**src/rtl/video_scaler_if.sv**
```systemverilog
// Renderer / line-buffer bus between video_scaler (master) and the line renderer
// plus double-buffered line RAM (slave).
interface video_scaler_if #(
  parameter int LB_AW = 10
);
  logic             render_start;
  logic [8:0]       render_line;
  logic             linebuf_sel;
  logic [LB_AW-1:0] linebuf_rd_addr;
  logic [7:0]       linebuf_rd_data;

  modport master (
    output render_start, render_line, linebuf_sel, linebuf_rd_addr,
    input  linebuf_rd_data
  );

  modport slave (
    input  render_start, render_line, linebuf_sel, linebuf_rd_addr,
    output linebuf_rd_data
  );
endinterface

```
**src/rtl/video_scaler.sv**
```systemverilog
// Active window, border colour and fractional H/V scaling ahead of the VGA timing stage.
// Optional output test pattern (px ^ line) is enabled by defining VIDEO_SCALER_TESTPAT_EN.
module video_scaler #(
  parameter int H_TOTAL = 800,
  parameter int LB_AW   = 10
) (
  input  logic       clk,
  input  logic       rst_n,
  input  logic       next_frame,
  input  logic       next_line,
  input  logic       next_pixel,
  input  logic [8:0] display_line_idx,
  input  logic [7:0] hscale,
  input  logic [7:0] vscale,
  input  logic [9:0] hstart,
  input  logic [9:0] hstop,
  input  logic [8:0] vstart,
  input  logic [8:0] vstop,
  input  logic [7:0] border_color,
`ifdef VIDEO_SCALER_TESTPAT_EN
  input  logic       testpat,
`endif
  video_scaler_if.master lb,
  output logic [7:0] palette_idx
);
  localparam logic [9:0] PX_LAST = 10'(H_TOTAL - 1);

  logic [9:0]  px_q, px_d;
  logic [16:0] hacc_q, hacc_d;
  logic        hw;
  logic        hw_p1_q;
  logic [7:0]  border_q;
  logic        nl_p1_q;
  logic [16:0] vacc_q, vacc_d;
  logic        vw;
  logic        blank_pend_q, blank_pend_d;
  logic        line_blank_q, line_blank_d;
  logic        sel_q;
  logic        rs_q, rs_d;
  logic [8:0]  rline_q, rline_d;

  assign hw = (px_q >= hstart) && (px_q < hstop) && !line_blank_q;
  assign vw = (display_line_idx >= vstart) && (display_line_idx < vstop);

  // Stage 0: pixel counter and 10.7 horizontal source accumulator
  always_comb begin
    px_d   = px_q;
    hacc_d = hacc_q;
    if (next_line) begin
      px_d   = '0;
      hacc_d = '0;
    end else if (next_pixel) begin
      px_d = (px_q == PX_LAST) ? '0 : px_q + 10'd1;
      if (hw) hacc_d = hacc_q + {9'd0, hscale};
    end
  end

  // Vertical sequencing runs one cycle after next_line so display_line_idx has settled
  always_comb begin
    vacc_d       = vacc_q;
    rs_d         = 1'b0;
    rline_d      = rline_q;
    blank_pend_d = blank_pend_q;
    line_blank_d = next_line ? blank_pend_q : line_blank_q;
    if (nl_p1_q) begin
      if (vw) begin
        rs_d         = 1'b1;
        rline_d      = vacc_q[15:7];
        vacc_d       = vacc_q + {9'd0, vscale};
        blank_pend_d = 1'b0;
      end else begin
        blank_pend_d = 1'b1;
      end
    end
    if (next_frame) vacc_d = '0;
  end

  always_ff @(posedge clk or negedge rst_n) begin
    if (!rst_n) begin
      px_q         <= '0;
      hacc_q       <= '0;
      hw_p1_q      <= 1'b0;
      border_q     <= '0;
      nl_p1_q      <= 1'b0;
      vacc_q       <= '0;
      blank_pend_q <= 1'b0;
      line_blank_q <= 1'b0;
      sel_q        <= 1'b0;
      rs_q         <= 1'b0;
      rline_q      <= '0;
    end else begin
      px_q         <= px_d;
      hacc_q       <= hacc_d;
      hw_p1_q      <= hw;
      border_q     <= border_color;
      nl_p1_q      <= next_line;
      vacc_q       <= vacc_d;
      blank_pend_q <= blank_pend_d;
      line_blank_q <= line_blank_d;
      sel_q        <= sel_q ^ next_line;
      rs_q         <= rs_d;
      rline_q      <= rline_d;
    end
  end

  assign lb.linebuf_rd_addr = LB_AW'(hacc_q[16:7]);
  assign lb.render_start    = rs_q;
  assign lb.render_line     = rline_q;
  assign lb.linebuf_sel     = sel_q;

  // Stage 1: line RAM data arrives alongside the registered window flag
`ifdef VIDEO_SCALER_TESTPAT_EN
  logic [7:0] px_p1_q;

  always_ff @(posedge clk or negedge rst_n) begin
    if (!rst_n) px_p1_q <= '0;
    else        px_p1_q <= px_q[7:0];
  end

  always_comb begin
    if (!hw_p1_q)     palette_idx = border_q;
    else if (testpat) palette_idx = px_p1_q ^ display_line_idx[7:0];
    else              palette_idx = lb.linebuf_rd_data;
  end
`else
  assign palette_idx = hw_p1_q ? lb.linebuf_rd_data : border_q;
`endif
endmodule

```
**src/flat_wrapper.sv**
```systemverilog
// flat-port wrapper written by rule: the top's interface ports become plain ports
module video_scaler_flat 
#(
  parameter int H_TOTAL = 800,
  parameter int LB_AW   = 10
)
  (clk, rst_n, next_frame, next_line, next_pixel, display_line_idx, hscale, vscale, hstart, hstop, vstart, vstop, border_color, palette_idx, lb_render_start, lb_render_line, lb_linebuf_sel, lb_linebuf_rd_addr, lb_linebuf_rd_data);
  video_scaler_if #(.LB_AW(LB_AW)) lb_i ();
  input  logic clk;
  input  logic rst_n;
  input  logic next_frame;
  input  logic next_line;
  input  logic next_pixel;
  input  logic [8:0] display_line_idx;
  input  logic [7:0] hscale;
  input  logic [7:0] vscale;
  input  logic [9:0] hstart;
  input  logic [9:0] hstop;
  input  logic [8:0] vstart;
  input  logic [8:0] vstop;
  input  logic [7:0] border_color;
  output logic [7:0] palette_idx;
  output wire logic [$bits(lb_i.render_start)-1:0] lb_render_start;
  output wire logic [$bits(lb_i.render_line)-1:0] lb_render_line;
  output wire logic [$bits(lb_i.linebuf_sel)-1:0] lb_linebuf_sel;
  output wire logic [$bits(lb_i.linebuf_rd_addr)-1:0] lb_linebuf_rd_addr;
  input wire logic [$bits(lb_i.linebuf_rd_data)-1:0] lb_linebuf_rd_data;
  assign lb_render_start = lb_i.render_start;
  assign lb_render_line = lb_i.render_line;
  assign lb_linebuf_sel = lb_i.linebuf_sel;
  assign lb_linebuf_rd_addr = lb_i.linebuf_rd_addr;
  assign lb_i.linebuf_rd_data = lb_linebuf_rd_data;
  video_scaler #(.H_TOTAL(H_TOTAL), .LB_AW(LB_AW)) u_core (.clk(clk), .rst_n(rst_n), .next_frame(next_frame), .next_line(next_line), .next_pixel(next_pixel), .display_line_idx(display_line_idx), .hscale(hscale), .vscale(vscale), .hstart(hstart), .hstop(hstop), .vstart(vstart), .vstop(vstop), .border_color(border_color), .lb(lb_i), .palette_idx(palette_idx));
endmodule
```
**config.mk**
```make
export PLATFORM = sky130hd
export DESIGN_NAME = video_scaler_flat
export DESIGN_NICKNAME = d
export VERILOG_FILES = /design/src/rtl/video_scaler_if.sv /design/src/rtl/video_scaler.sv /design/src/flat_wrapper.sv
export SDC_FILE = /design/constraint.sdc
export NUM_CORES = 1
export LEC_CHECK = 0
export BUFFER_PORTS_ARGS = -buffer_cell sky130_fd_sc_hd__buf_4
export CAP_MARGIN = 20
export CORE_MARGIN = 5
export CORE_UTILIZATION = 61
export CTS_BUF_LIST = sky130_fd_sc_hd__clkbuf_8
export CTS_CLUSTER_DIAMETER = 50
export DETAILED_ROUTE_END_ITERATION = 12
export PLACE_DENSITY_LB_ADDON = 0.08
export SYNTH_ARGS = -nofsm -noshare
export SYNTH_HDL_FRONTEND = slang
export SYNTH_SLANG_ARGS = --single-unit
```
**constraint.sdc**
```tcl
create_clock -name clk -period 3.4 [get_ports clk]
set_input_delay 0 -clock clk [delete_from_list [all_inputs] [get_ports clk]]
set_output_delay 0 -clock clk [all_outputs]
set_load 0.1 [all_outputs]
```
==> Word-level counts from Yosys, hierarchy flattened <==
Index checks and enable logic that the tools add are counted.
{ "classes": {"reduce_logical": 11, "eq_ne": 1, "n_addsub": 3, "bitwise": 1, "muxes": 13, "order_cmp": 4} }
{ "ops": {"columns": ["op", "count"], "rows": [
  ["$mux 17", 6],
  ["$add 17x8->17", 2],
  ["$mux 10", 3],
  ["$add 10x1->10 const B", 1],
  ["$eq 10x10->1 const B", 1],
  ["$ge 10x10->1", 1],
  ["$lt 10x10->1", 1],
  ["$ge 9x9->1", 1],
  ["$lt 9x9->1", 1],
  ["$mux 8", 1],
  ["$reduce_bool 2->1", 4],
  ["$reduce_and 2->1", 3],
  ["$logic_and 1x1->1", 3],
  ["$mux 1", 3],
  ["$logic_not 1->1", 1],
  ["$xor 1x1->1", 1]
]} }
{ "totals": {"wordCells": 44, "out_inout_bits": 29, "register_bits": 67, "in_bits": 84} }

==> Depth between registers and ports, before layout <==
Gate-level depths: netlist (run 1).
{ "depth": {"depth_word": 6, "depth_mapped": 10} }

==> Least setup slack after synthesis (run 1) <==
Ideal clock, no wire load.
{ "synth_path": {"path_kind": "register to register", "start": "register u_core.px_q[0]", "end": "register u_core.hacc_q[16]", "stages_incl_launch_ff": 10, "setup_time_ns": 0.125, "required_time_ns": 3.275, "n_path_buf": 1, "setup_slack_ns": 1.175, "arrival_time_ns": 2.100, "path_cell_list": "dfrtp_1 -> inv_1 -> ha_1 -> nand2b_1 -> a211oi_2 -> o21ai_1 -> a221oi_4 -> buf_4 -> nor3_2 -> mux2_4"} }
{ "synth_via": {"elab_chain_len": 5, "word_cells_on_any_way": 6, "classes_between": "order compare (2); reduce/logical (4)"} }
{ "synth_rtl": {"columns": ["element", "line_no", "source"], "rows": [
  ["start: declaration", "video_scaler.sv:28", "logic [9:0] px_q, px_d;"],
  ["start signal: assignment", "video_scaler.sv:92", "px_q <= px_d;"],
  ["$ge 10x10->1 / $lt 10x10->1 (equally long branches)", "video_scaler.sv:42", "assign hw = (px_q >= hstart) && (px_q < hstop) && !line_blank_q;"],
  ["$logic_and 1x1->1 (*) (2 in series)", "video_scaler.sv:42", null],
  ["$reduce_bool 2->1 (no source line) (*)", null, null],
  ["$reduce_and 2->1 (no source line) (*)", null, null],
  ["end signal: assignment", "video_scaler.sv:81", "hacc_q <= '0;"],
  ["end signal: assignment", "video_scaler.sv:93", "hacc_q <= hacc_d;"],
  ["end: declaration", "video_scaler.sv:29", "logic [16:0] hacc_q, hacc_d;"]
]} }
Mark *: on every way between the ends. The rest lies on a longest branch, timed or not.
A chain may end at the register's enable or synchronous reset.

==> Worst setup path in the final report (run 1) <==
{ "layout_path": {"start": "register u_core.px_q[0]", "end": "register u_core.hacc_q[15]"} }
Same word-level chain as after synthesis.

==> results of run 1 <==
[worst max-delay path, cell delays in order, from the launching register on]
cell,delay [ps]
dfrtp_1,430
inv_1,60
ha_1,260
nand2b_1,150
a211oi_2,210
o21ai_1,160
a221oi_4,730
nor3_1,160
mux2_1,340
[per-stage QoR]
| step | area, sq um | setup slack (ps) | cells | power, mW |
|---|---|---|---|---|
| floorplan | 4770 | 1170 | 504 | 1.14 |
| global placement | 5590 | 870 | 693 | 1.29 |
| detailed placement | 5590 | 800 | 693 | 1.31 |
| CTS | 5930 | 788 | 721 | 2.06 |
| global route | 5930 | 588 | 721 | 2.14 |
| finish | 5930 | 796 | 721 | 2.05 |
[final timing paths]
path	startpoint	endpoint	slack, ps	depth (start not counted)
max in group asynchronous	rst_n	u_core.hacc_q[15]$_DFFE_PN0P_	2560	2
min in group asynchronous	rst_n	u_core.px_q[3]$_DFFE_PN0P_	290	2
hold reg to reg	u_core.blank_pend_q$_DFFE_PN0P_	u_core.blank_pend_q$_DFFE_PN0P_	490	1
setup reg to reg	u_core.px_q[0]$_DFFE_PN0P_	u_core.hacc_q[15]$_DFFE_PN0P_	800	8
setup / recovery	u_core.px_q[0]$_DFFE_PN0P_	u_core.hacc_q[15]$_DFFE_PN0P_	800	8
hold / removal	vscale[0]	u_core.vacc_q[0]$_DFFE_PN0P_	50	4
[per-layer routing]
layer	GRT usage, %	vias up	part of all wire (%)
met1	27.8	1963	41
met3	6.23	17	6.3
met2	41.0	120	51
met5	0	-	0
li1	-	2032	-
met4	7.04	0	1.5
[sequential cells by signal, summed over array words and instances (netlist names)]
signal                  count
u_core.lb.render_line       9
u_core.blank_pend_q         1
u_core.lb.render_start      1
u_core.hacc_q              17
u_core.lb.linebuf_sel       1
u_core.nl_p1_q              1
u_core.line_blank_q         1
u_core.vacc_q              16
u_core.border_q             8
u_core.hw_p1_q              1
u_core.px_q                10
[layout make-up]
type                            count  area (sq um)  share of cell area (%)
Timing Repair Buffer              125           968                    16.3
Inverter                           48           180                    3.04
Tap cell                          102           128                    2.15
Sequential cell                    66          1650                    27.8
Clock inverter                      7           101                    1.71
Clock buffer                        9           124                    2.09
Multi-Input combinational cell    364          2780                    46.8
[logic make-up after synthesis]
family / count (synthesis) / synth area share, %
AO/OA/AOI/OAI: 124 / 17.5
AND/OR/NAND/NOR: 143 / 16.2
buffers and inverters: 74 / 7.16
flip-flops: 66 / 34.6
multiplexers: 29 / 7.47
XOR/XNOR: 13 / 2.39
adder cells (fa/ha/maj): 55 / 14.7
[synth_stat cells, drive strengths merged, types with 3 or more instances]
cell / count / area [sq um]
dfrtp: 66 / 1650
ha: 53 / 663
inv: 48 / 180
o21ai: 41 / 209
a21oi: 37 / 193
mux2: 29 / 357
nor2: 29 / 109
nand3: 22 / 110
nand2: 19 / 73.8
buf: 17 / 128
nor2b: 17 / 106
nand4: 11 / 68.8
nor3: 11 / 65.1
clkbuf: 9 / 33.8
nand2b: 9 / 63.8
xnor2: 9 / 78.8
nor4: 8 / 50.1
a211oi: 7 / 57.6
o21a: 6 / 45.0
o31ai: 6 / 45.0
a21o: 5 / 37.5
or4: 5 / 37.5
xor2: 4 / 35.0
a211o: 3 / 26.3
a311oi: 3 / 26.3
and2: 3 / 18.8
and3: 3 / 18.8
[report_power, final]
| part | internal, mW | total (mW) | switching [mW] |
|---|---|---|---|
| Clock | 0.417 | 0.745 | 0.328 |
| Sequential | 0.811 | 0.830 | 0.0189 |
| Combinational | 0.183 | 0.471 | 0.289 |
| Total | 1.41 | 2.05 | 0.635 |
[what timing repair did]
action | 4_1_cts | 5_1_grt
hold buffers | 12 | 0
endpoints found under the hold margin | 87 | 0
endpoints found under the setup margin | 0 | 0
==> reports/metrics.cfg, run 1 <==
[setup_path]
startpoint_type = flip-flop
end_kind = flip-flop
cp_max_fo = 18
required_ps = 3630
path_class = flip-flop to flip-flop
crit_arrival_ps = 2830

[global_routing]
track_usage_pct = 23.3
overflow = 0
antenna_found_initial = 0
first_global_vias = 4143
grt_max_degree = 67
grt_pass1_wl_um = 18800

[placed_design]
io_buffers = 112
dp_hpwl_um = 8350
place.gp.congestion = 0.872

[routing]
wl_per_cell_um = 15.4
vias_per_cell = 5.73
ant_nets = 0
drc = 0
first_iter_violations = 141
wirelength_um = 11100
vias = 4132
firstDrtPassIters = 6

[die]
initial_core_util_pct = 62.1
rows = 32
core_sq_um = 7690
fp.dieH_um = 98.4
pin_count = 113
die_x_um = 98.4
die_area_sq_um = 9690

[power]
total_leakage_power_nw = 2.97
power_density_nw_per_um2 = 345
vdd_drop_max_mv = 0.235

[outcome]
status = completed

[yosys]
async_flop_share_pct = 100
synth_flop_cell = dfrtp_1
syn_area_sq_um = 4770
synth_cell_types = 58
syn-num-nets = 643
yosys_warnings = 0
syn_avg_cell_area_sq_um = 9.47
ys_seq_area_share_pct = 34.6
synthCells = 504
synth_edf_count = 0
ys_ff_latch = 66

[timing]
slew_headroom_pct = 44.6
rsz0062_at_grt = false
setup_violations = 0
fin_crit_sh_pct = 76.6
finClkSkew_ps = 9.87
worst_slew_pin_slew_ps = 825
finalHoldViolations = 0
tns_ps = 0
period_needed_ps = 2600
fmax_mhz = 384
fin_hold_ws_ps = 49.2
drv_slew = 0

[clocking]
cts_tree = done
cts_inserted_buffers = 9
root_buffer = clkbuf_8
cts_repair_resize_count = 0
clock_latency_ps = 350
cts_sinks = 66
cts.path.max_buffers = 2
post_cts_buffers = 0
h-tree-depth = 3
clkTransAtPathRegs_ps = 80

[cells_and_area]
final_cell_mix = buf_4, dfrtp_1, ha_1
fin_nets = 753
final_common_cell = buf_4
syn2layout_area_growth_pct = 24.3
antenna_cells = 0
final_core_util_pct = 77.1
drive_gt1_share_pct = 26.2
nFillCells = 546

[job]
drv_cap = 0

[hold_path]
min_path_type = input pin to flip-flop

No activity file was read; power rests on OpenSTA's default activity.
==> inputs of run 2 (changes only) <==
--- a/config.mk
+++ b/config.mk
@@ -5,10 +5,11 @@
 export SDC_FILE = /design/constraint.sdc
 export NUM_CORES = 1
 export LEC_CHECK = 0
+export ABC_AREA = 1
 export BUFFER_PORTS_ARGS = -buffer_cell sky130_fd_sc_hd__buf_4
 export CAP_MARGIN = 20
 export CORE_MARGIN = 5
-export CORE_UTILIZATION = 61
+export CORE_UTILIZATION = 52
 export CTS_BUF_LIST = sky130_fd_sc_hd__clkbuf_8
 export CTS_CLUSTER_DIAMETER = 50
 export DETAILED_ROUTE_END_ITERATION = 12
==> constraint.sdc (replaced) <==
create_clock -name clk -period 2.2 [get_ports clk]
set_input_delay 0 -clock clk [delete_from_list [all_inputs] [get_ports clk]]
set_output_delay 0 -clock clk [all_outputs]
set_load 0.1 [all_outputs]
==> run 2 against run 1 <==
Sequential power is 70% higher. Critical path type unchanged. Clock-buffer cell count is 1 higher. Worst hold slack better by 29 ps. Flip-flop and latch count stayed put. Cell count is 40% higher. Setup slack worse by 610 ps. Highest routed layer unchanged. Area after synthesis is 10% higher. Non-clock buffer count is 2 higher. Largest power group unchanged. Maximum frequency is 29% higher. Sequential share of layout area is 2.5 points lower. Clock power is 58% higher. Clock skew is 1.2 ps higher. Largest cell class unchanged.
==> reports/metrics.cfg, run 2 <==
[global_routing]
first_global_vias = 5053
grt_pass1_wl_um = 22300
antenna_found_initial = 0
track_usage_pct = 21.4
overflow = 0
grt_max_degree = 67

[setup_path]
r2r_setup_slack_ps = 190
rr_endpoint = u_core.hacc_q[8]$_DFFE_PN0P_
path_class = flip-flop to flip-flop
cp_max_fo = 18
crit_buf_inv = 0
rr_worst_depth = 9
end_kind = flip-flop
crit_slowest_cell = dfrtp_1
startpoint_type = flip-flop
critPathTopFamily = simple AND/OR/NAND/NOR gates
r2r_start = u_core.px_q[7]$_DFFE_PN0P_
crit_arrival_ps = 2300
required_ps = 2490
critPathMostFrequentCell = nand2_1
crit_chain = ha_1 -> nand2_1 -> nor2_1 -> nand3_1 -> nand4_1 -> nand3_4 -> nand2_8 -> nand2_1 -> nand2_1
cp_slowest_stage_delay_ps = 460

[routing]
wl_per_cell_um = 12.6
drc = 0
ant_nets = 0
wirelength_um = 12700
vias = 4985
firstDrtPassIters = 4
first_iter_violations = 254
vias_per_cell = 4.94

[hold_path]
min-delay-start = hscale[0]
hold_depth = 6
min_path_type = input pin to flip-flop
hold_end = u_core.hacc_q[0]$_DFFE_PN0P_

[yosys]
ys_ff_latch = 66
ys_seq_area_share_pct = 31.3
synthCells = 753
synth_flop_cell = dfrtp_1
netlist.area_leader.share_pct = 31.3
syn-num-nets = 892
synth_cell_types = 41
yosysMostFrequentCell = nand2_1
syn_area_sq_um = 5270
async_flop_share_pct = 100
yosys_warnings = 0
yosysTopAreaCell = dfrtp_1
synthTopCellsByCount = nand2_1, inv_1, dfrtp_1
syn_avg_cell_area_sq_um = 7.00
synth_edf_count = 0
yosys-top-cells-area = dfrtp_1, nand2_1, ha_1

[clocking]
cts_tree = done
cts.path.max_buffers = 2
root_buffer = clkbuf_8
clock_latency_ps = 360
h-tree-depth = 3
cts_inserted_buffers = 9
cts_sinks = 66
clkTransAtPathRegs_ps = 80

[power]
power_frac_seq_pct = 35.5
power_switching_mw = 1.49
p_int_mw = 2.47
total_leakage_power_nw = 3.75
p_sw_share_pct = 37.6
vdd_drop_max_mv = 0.614
pwr-share-clk_pct = 29.8
pwr-share-comb_pct = 34.6
power_density_nw_per_um2 = 607

[timing]
rsz0062_at_grt = false
slew_headroom_pct = 44.5
fin_crit_sh_pct = 91.5
fmax_mhz = 497
worst_slack_ps = 186
drv_slew = 0
finClkSkew_ps = 11.1
worst_slew_pin_slew_ps = 833
setup_violations = 0
period_needed_ps = 2010
finalHoldViolations = 0
tns_ps = 0

[placed_design]
dp_hpwl_um = 9690
place.gp.congestion = 0.911
place_ws_ps = 165
io_buffers = 112

[die]
core_sq_um = 9820
fp.dieH_um = 111
die_x_um = 111
pin_count = 113
initial_core_util_pct = 53.7
rows = 36
die_area_sq_um = 12300

[cells_and_area]
antenna_cells = 0
final_cell_mix = nand2_1, inv_1, buf_4
top_register = u_core.hacc_q
reg_top3 = u_core.hacc_q: 17 flops, u_core.vacc_q: 16 flops, u_core.px_q: 10 flops
largest_register_ffs = 17
final_common_cell = nand2_1
drive_gt1_share_pct = 17.6
fin_nets = 1010
syn2layout_area_growth_pct = 23.7

[job]
drv_cap = 0

[outcome]
status = completed

[run 2: metrics by stage]
step / power [mW] / cells / instance area (sq um) / hold WS, ps / utilization (%)
floorplan: 2.42 / 753 / 5270 / -296 / -
CTS: 3.99 / 1009 / 6510 / 65.1 / 66.3
finish: 3.95 / 1009 / 6520 / 78.1 / 66.4
global placement: 2.74 / 979 / 6140 / 109 / 62.6
global route: 4.21 / 1009 / 6520 / 119 / 66.4
detailed placement: 2.77 / 979 / 6140 / 110 / 62.6
[run 2: how the worst max path moves through the flow]
stage,endpoint,cells past startpoint,slack [ps],from
6_report,u_core.hacc_q[8]$_DFFE_PN0P_,9,190,u_core.px_q[7]$_DFFE_PN0P_
5_1_grt,u_core.hacc_q[2]$_DFFE_PN0P_,9,20,u_core.px_q[7]$_DFFE_PN0P_
4_1_cts,u_core.hacc_q[8]$_DFFE_PN0P_,9,130,u_core.px_q[7]$_DFFE_PN0P_
3_5_place_dp,u_core.hacc_q[15]$_DFFE_PN0P_,9,170,u_core.px_q[7]$_DFFE_PN0P_
3_3_place_gp,u_core.hacc_q[13]$_DFFE_PN0P_,9,280,u_core.px_q[9]$_DFFE_PN0P_
2_1_floorplan,u_core.hacc_q[13]$_DFFE_PN0P_,10,510,u_core.px_q[5]$_DFFE_PN0P_
[run 2: routing by layer]
metal | up-vias | track usage, % | part of all wire, %
li1 | 2595 | - | -
met1 | 2226 | 27.2 | 45
met2 | 140 | 35.5 | 46
met3 | 24 | 6.11 | 6.7
met4 | 0 | 6.32 | 1.9
met5 | - | 0 | 0
[run 2: cell type report]
cell class              count  area (sq um)
inverters                 125           469
clock inverters             6          90.1
repair buffers            127           988
clock buffers              10           138
flip-flops and latches     66          1650
well taps                 133           166
fillers                   870          3300
multi-input cells         542          3020
[run 2: tightest hold or removal path: stages]
cell and delay (ps):
buf_4 80, ha_1 120, inv_1 30, nor2_1 70
nand2_1 50, nand2_1 50
[run 2: kinds of logic (layout without fill, tap and decap cells)]
kind of cell / Yosys count / in the layout / synth area share [%]
and+or+nand+nor: 423 / 423 / 34.5
buffers and inverters: 145 / 268 / 11.6
DFF: 66 / 66 / 31.3
adders and majority gates: 55 / 55 / 13.3
AOI/OAI and AO/OA: 39 / 39 / 4.65
xor gates and xnor gates: 17 / 17 / 2.82
muxes: 8 / 8 / 1.71
[run 2: repair_timing]
action / 4_1_cts / 5_1_grt
hold buffers: 14 / 0
setup buffers: 0 / 0
resized for setup: 0 / 1
setup endpoints to repair: 0 / 16
hold endpoints to repair: 88 / 0
[run 2: power groups by stage]
stage / registers (mW) / clock network [mW] / logic (mW)
after global placement: 1.42 / 0 / 1.32
after detailed placement: 1.43 / 0 / 1.35
after CTS: 1.41 / 1.20 / 1.38
final: 1.41 / 1.18 / 1.37
after global routing: 1.42 / 1.25 / 1.54
after floorplan: 1.50 / 0 / 0.918
